$ cat src/rtl/mem_wb_stage.sv
// Purpose : MEM stage data-memory access plus the MEM/WB pipeline register.
// Latency : writeback registered one cycle after the completing edge; dmem request is combinational.
// Backpr. : mem_stall holds all upstream stages until dmem_resp; stalled edges load a bubble.
//
// Ports
//   clk, rst            clock, asynchronous active-low reset
//   exmem_*             instruction held in the EX/MEM register (stable while mem_stall=1)
//   dmem_*              single-outstanding data-memory handshake, one-cycle dmem_resp
//   mem_stall           freeze request to upstream stages
//   memwb_*, wb_*       regfile write port for the writeback stage
module mem_wb_stage (
    input  logic        clk,
    input  logic        rst,
    input  logic        exmem_valid,
    input  logic        exmem_load_regfile,
    input  logic [4:0]  exmem_rd,
    input  logic        exmem_mem_read,
    input  logic        exmem_mem_write,
    input  logic [2:0]  exmem_funct3,
    input  logic [1:0]  exmem_regfilemux_sel,
    input  logic [31:0] exmem_alu_out,
    input  logic [31:0] exmem_rs2,
    input  logic [31:0] exmem_pc,
    output logic        dmem_read,
    output logic        dmem_write,
    output logic [31:0] dmem_address,
    output logic [31:0] dmem_wdata,
    output logic [3:0]  dmem_byte_enable,
    input  logic [31:0] dmem_rdata,
    input  logic        dmem_resp,
    output logic        mem_stall,
    output logic        memwb_load_regfile,
    output logic [4:0]  memwb_rd,
    output logic [31:0] wb_regfilemux_out
);

    typedef enum logic {S_IDLE = 1'b0, S_WAIT = 1'b1} state_t;

    state_t      r_state;
    state_t      w_state_nxt;

    logic        w_mem_op;
    logic        w_rd_req;
    logic        w_wr_req;
    logic [1:0]  w_addr_lo;
    logic [3:0]  w_be;
    logic [31:0] w_wdata;
    logic [7:0]  w_ld_byte;
    logic [15:0] w_ld_half;
    logic [31:0] w_ld_data;
    logic [31:0] w_wb_data;

    assign w_mem_op  = exmem_valid & (exmem_mem_read | exmem_mem_write);
    assign w_addr_lo = exmem_alu_out[1:0];

    // Requests are gated by rst so an access in flight disappears the moment
    // reset asserts; nothing remembers it, so it is never retried.
    // Read wins if the decoder ever flags both read and write.
    assign w_rd_req  = rst & w_mem_op & exmem_mem_read;
    assign w_wr_req  = rst & w_mem_op & exmem_mem_write & ~exmem_mem_read;

    assign dmem_read    = w_rd_req;
    assign dmem_write   = w_wr_req;
    assign dmem_address = {exmem_alu_out[31:2], 2'b00};
    assign mem_stall    = rst & w_mem_op & ~dmem_resp;

    // Store lane steering: data is moved onto the lanes the byte enables select.
    always_comb begin
        w_be    = 4'b0000;
        w_wdata = 32'h0;
        if (w_wr_req) begin
            case (exmem_funct3[1:0])
                2'b00: begin
                    w_be    = 4'b0001 << w_addr_lo;
                    w_wdata = exmem_rs2 << {w_addr_lo, 3'b000};
                end
                2'b01: begin
                    w_be    = 4'b0011 << {w_addr_lo[1], 1'b0};
                    w_wdata = exmem_rs2 << {w_addr_lo[1], 4'b0000};
                end
                default: begin
                    w_be    = 4'b1111;
                    w_wdata = exmem_rs2;
                end
            endcase
        end
    end

    assign dmem_byte_enable = w_be;
    assign dmem_wdata       = w_wdata;

    // Load alignment and extension.
    always_comb begin
        case (w_addr_lo)
            2'b00:   w_ld_byte = dmem_rdata[7:0];
            2'b01:   w_ld_byte = dmem_rdata[15:8];
            2'b10:   w_ld_byte = dmem_rdata[23:16];
            default: w_ld_byte = dmem_rdata[31:24];
        endcase
        w_ld_half = w_addr_lo[1] ? dmem_rdata[31:16] : dmem_rdata[15:0];
        case (exmem_funct3)
            3'b000:  w_ld_data = {{24{w_ld_byte[7]}}, w_ld_byte};
            3'b001:  w_ld_data = {{16{w_ld_half[15]}}, w_ld_half};
            3'b100:  w_ld_data = {24'h0, w_ld_byte};
            3'b101:  w_ld_data = {16'h0, w_ld_half};
            default: w_ld_data = dmem_rdata;
        endcase
    end

    always_comb begin
        case (exmem_regfilemux_sel)
            2'd1:    w_wb_data = w_ld_data;
            2'd2:    w_wb_data = exmem_pc + 32'd4;
            default: w_wb_data = exmem_alu_out;
        endcase
    end

    // Tracks whether an access is outstanding. A same-cycle response never
    // raises mem_stall, so it completes without visiting WAIT; a response with
    // no outstanding request leaves IDLE untouched.
    always_comb begin
        w_state_nxt = r_state;
        case (r_state)
            S_IDLE:  if (mem_stall) w_state_nxt = S_WAIT;
            S_WAIT:  if (dmem_resp) w_state_nxt = S_IDLE;
            default: w_state_nxt = S_IDLE;
        endcase
    end

    always_ff @(posedge clk or negedge rst) begin
        if (!rst) begin
            r_state <= S_IDLE;
        end else begin
            r_state <= w_state_nxt;
        end
    end

    // MEM/WB register. A stalled edge inserts a bubble but keeps rd/data so
    // the completing edge is the only one that produces a regfile write.
    always_ff @(posedge clk or negedge rst) begin
        if (!rst) begin
            memwb_load_regfile <= 1'b0;
            memwb_rd           <= 5'd0;
            wb_regfilemux_out  <= 32'h0;
        end else if (mem_stall) begin
            memwb_load_regfile <= 1'b0;
        end else begin
            memwb_load_regfile <= exmem_valid & exmem_load_regfile & (exmem_rd != 5'd0);
            memwb_rd           <= exmem_rd;
            wb_regfilemux_out  <= w_wb_data;
        end
    end

endmodule

$ cat config.mk
export PLATFORM = sky130hd
export DESIGN_NAME = mem_wb_stage
export DESIGN_NICKNAME = d
export VERILOG_FILES = /design/src/rtl/mem_wb_stage.sv
export SDC_FILE = /design/constraint.sdc
export NUM_CORES = 1
export LEC_CHECK = 0
export CORE_MARGIN = 2
export CORE_UTILIZATION = 39
export DETAILED_ROUTE_END_ITERATION = 8
export PLACE_DENSITY_LB_ADDON = 0.05
export SETUP_SLACK_MARGIN = 0.05
export SLEW_MARGIN = 10
export SYNTH_ARGS = -nofsm -noshare
export SYNTH_HDL_FRONTEND = slang
export SYNTH_SLANG_ARGS = --single-unit
$ cat constraint.sdc
create_clock -name clk -period 5 [get_ports clk]
set_input_delay 1.5 -clock clk [delete_from_list [all_inputs] [get_ports clk]]
set_output_delay 1.5 -clock clk [all_outputs]
set_load 0.01 [all_outputs]
==> reports/results.txt <==
status - finished clean
GPL Wtd Cong - 0.867
CTS Buf Count - 5
largest net degree at the start of global routing - 44
port buffer count - 251
Clock Pin Slew Worst Setup and Hold Paths - 0.07 ns
RSZ-0062 raised after global routing - yes
Slew headroom - 0.377
Setup CP Type - in2out
Power Internal - 753 uW
final slew viol count - 0
Synth Register Bits - 38
DR vias/cell - 5.95
post-route cell area - 0.00696 mm2
DP Worst Slack - 0.00214 ns
placed cell count - 952
Final Hold Vio Count - 0
worst vdd ir - 0.000114 V
antenna cells - 0
startpoint types - input pin
Critical Path AT - 3.38 ns
r2r worst-path depth - 2
Syn. warnings - 0
Clock Skews - 0 ns
routed len/inst - 19.9 um
die width - 110 um
CTS Sinks - 38
CP max stage delay - 0.52 ns
DIE AREA - 0.0120 mm2
clock buffer depth - 2
die height - 110 um
routed wire length - 19.2 mm
Cells after Synth - 615
Worst-Skew Late Latency - 0.29 ns
register area share after synthesis - 0.218
P&R area growth vs syn - 59.6%
non-filler cells, final - 962
slowest cell on the critical path - clkdlybuf4s50_1
post-synthesis cell type with the largest combined area - dfrtp_1
Cell Chain, Critical Path - clkdlybuf4s50_1, nand2b_1, and3_2, a22o_1, a22oi_1, nor2_1, clkdlybuf4s50_1
most common cell after layout, fill and taps aside - clkdlybuf4s50_1
root buffer cell - clkbuf_8
Comb pwr share - 0.504
CTS tree - built
Final #Nets - 970
Cell Area, Synth - 0.00436 mm2
H-tree levels - 2
drt first pass iters - 5
antenna violations before repair - 0
Synth top area share - 0.218
gr usage total - 0.307
setup TNS - 0 ns
Static Leak - 0.00289 uW
Reg power frac - 0.320
# DRC - 0
ratio of cells with drive above 1 in the final layout - 0.0633
Final ANT Viol Nets - 0
gr ovfl total - 0
Final setup viols - 0
row cnt - 38
Placeable Area - 0.0109 mm2
CP most frequent cell - clkdlybuf4s50_1
pwr dens - 166 mW/mm2
DP HPWL - 15.0 mm
Tightest Pin Transition - 0.934 ns
HP Class - reg2reg
Cell variety after synth - 56
number of synthesized flops with an enable pin - 0
vias in the first global route - 5360
hold path depth - 2
Primary FF master, synth - dfrtp_1
initial drt markers - 460
Final min period - 4.88 ns
Max Fclk - 0.205 GHz
synthesized area per cell - 7.09 um2
Post-synth ARST share - 1.00
switching part of the total - 0.349
dpl cell area - 0.00681 mm2
main area contributors after synthesis - dfrtp_1 (22%), o21ai_0 (6.7%), nand2_1 (6.0%), buf_4 (5.5%), a22o_1 (5.2%)
Data required, critical path - 3.50 ns
Final WS setup - 0.122 ns
global-route wire length before repair - 28.6 mm
switching pwr - 404 uW
period utilization - 0.976
clock power share - 0.176
Crit. End Element - primary output
commonest cells after routing, fill and taps aside - clkdlybuf4s50_1 (237), nand2_1 (69), o21ai_0 (58)
Ports - 254
via count - 5720
maxcap violations - 0
initial core utilization - 0.401
worst-path maximum fanout - 8
per-stage QoR:
stage / hold WS (ns) / util / total power [uW]
4_1_cts: 0.479 / 0.634 / 1160
3_3_place_gp: 0.453 / 0.626 / 942
2_1_floorplan: 0.507 / - / 622
5_1_grt: 0.501 / 0.639 / 1220
6_report: 0.476 / 0.639 / 1160
3_5_place_dp: 0.459 / 0.626 / 951
state kept, by name, indices dropped and copies added, names as in the netlist:
| signal | count |
|---|---|
| wb_regfilemux_out | 32 |
| memwb_rd | 5 |
| memwb_load_regfile | 1 |
cell type report:
type / count / area [um2]
flip-flops and latches: 38 / 951
clock buffers: 5 / 68.8
repair buffers: 280 / 2770
multi-input cells: 475 / 2900
fillers: 989 / 3930
inverters: 22 / 82.6
clock inverters: 2 / 10.0
well taps: 140 / 175
worst max-delay path: cells and delay by family:
family | cells | cell delay, ns
and+or+nand+nor | 3 | 0.48
buffers and inverters | 2 | 1.03
AOI/OAI and AO/OA | 2 | 0.37
worst paths after layout:
kind	from	to	slack [ns]
worst min register to register	memwb_rd[4]$_DFFE_PN0N_	memwb_rd[4]$_DFFE_PN0N_	0.48
worst max-delay path	exmem_funct3[0]	dmem_wdata[8]	0.12
min in group asynchronous	rst	memwb_load_regfile$_DFF_PN0_	1.04
worst max register to register	wb_regfilemux_out[13]$_DFFE_PN0N_	wb_regfilemux_out[13]$_DFFE_PN0N_	4.21
worst min-delay path	memwb_rd[4]$_DFFE_PN0N_	memwb_rd[4]$_DFFE_PN0N_	0.48
max in group asynchronous	rst	memwb_rd[3]$_DFFE_PN0N_	3.24
synth_stat cells, types with 5 or more instances:
| cell | number |
|---|---|
| buf_4 | 32 |
| o21a_1 | 9 |
| or3_1 | 26 |
| o211ai_1 | 6 |
| o221ai_1 | 6 |
| o22ai_1 | 8 |
| nor3_1 | 15 |
| a21oi_1 | 45 |
| and3_1 | 14 |
| a31oi_1 | 17 |
| a22oi_1 | 10 |
| mux2_2 | 6 |
| nor4_1 | 9 |
| clkbuf_1 | 38 |
| a32oi_1 | 5 |
| nand2b_1 | 12 |
| nand4_1 | 7 |
| xnor2_1 | 6 |
| buf_1 | 7 |
| nand3_1 | 13 |
| o31a_1 | 6 |
| nor2b_1 | 5 |
| dfrtp_1 | 38 |
| nor2_1 | 38 |
| o21ai_0 | 58 |
| nand2_1 | 70 |
| mux2i_1 | 16 |
| a22o_1 | 26 |
| inv_1 | 22 |
| xor2_1 | 5 |
per-layer routing:
layer / part of all wire / track usage
met5: 0 / 0
met4: 0.033 / 0.118
met3: 0.10 / 0.0605
met2: 0.46 / 0.480
met1: 0.41 / 0.417
power groups by stage:
stage                     clock network (uW)  registers, uW  logic [uW]
after floorplan                            0            395         228
after global placement                     0            374         568
after detailed placement                   0            376         575
after CTS                                208            370         579
after global routing                     222            375         626
final                                    203            370         583
what timing repair did:
| action | in CTS | in global routing |
|---|---|---|
| setup endpoints to repair | 8 | 24 |
| hold buffers | 0 | 0 |
| pin swaps | 0 | 1 |
| resized for setup | 1 | 16 |
| setup buffers | 1 | 2 |
cell families after synthesis:
kind of cell	count (synthesis)	share of synthesized area
simple gates	224	0.262
compound gates	213	0.317
buf+inv	103	0.119
flops	38	0.218
mux	22	0.0522
xor+xnor	11	0.0221
fa+ha+maj	3	0.00861
other cells	1	0.000860
Power figures use the tool's default switching activity.
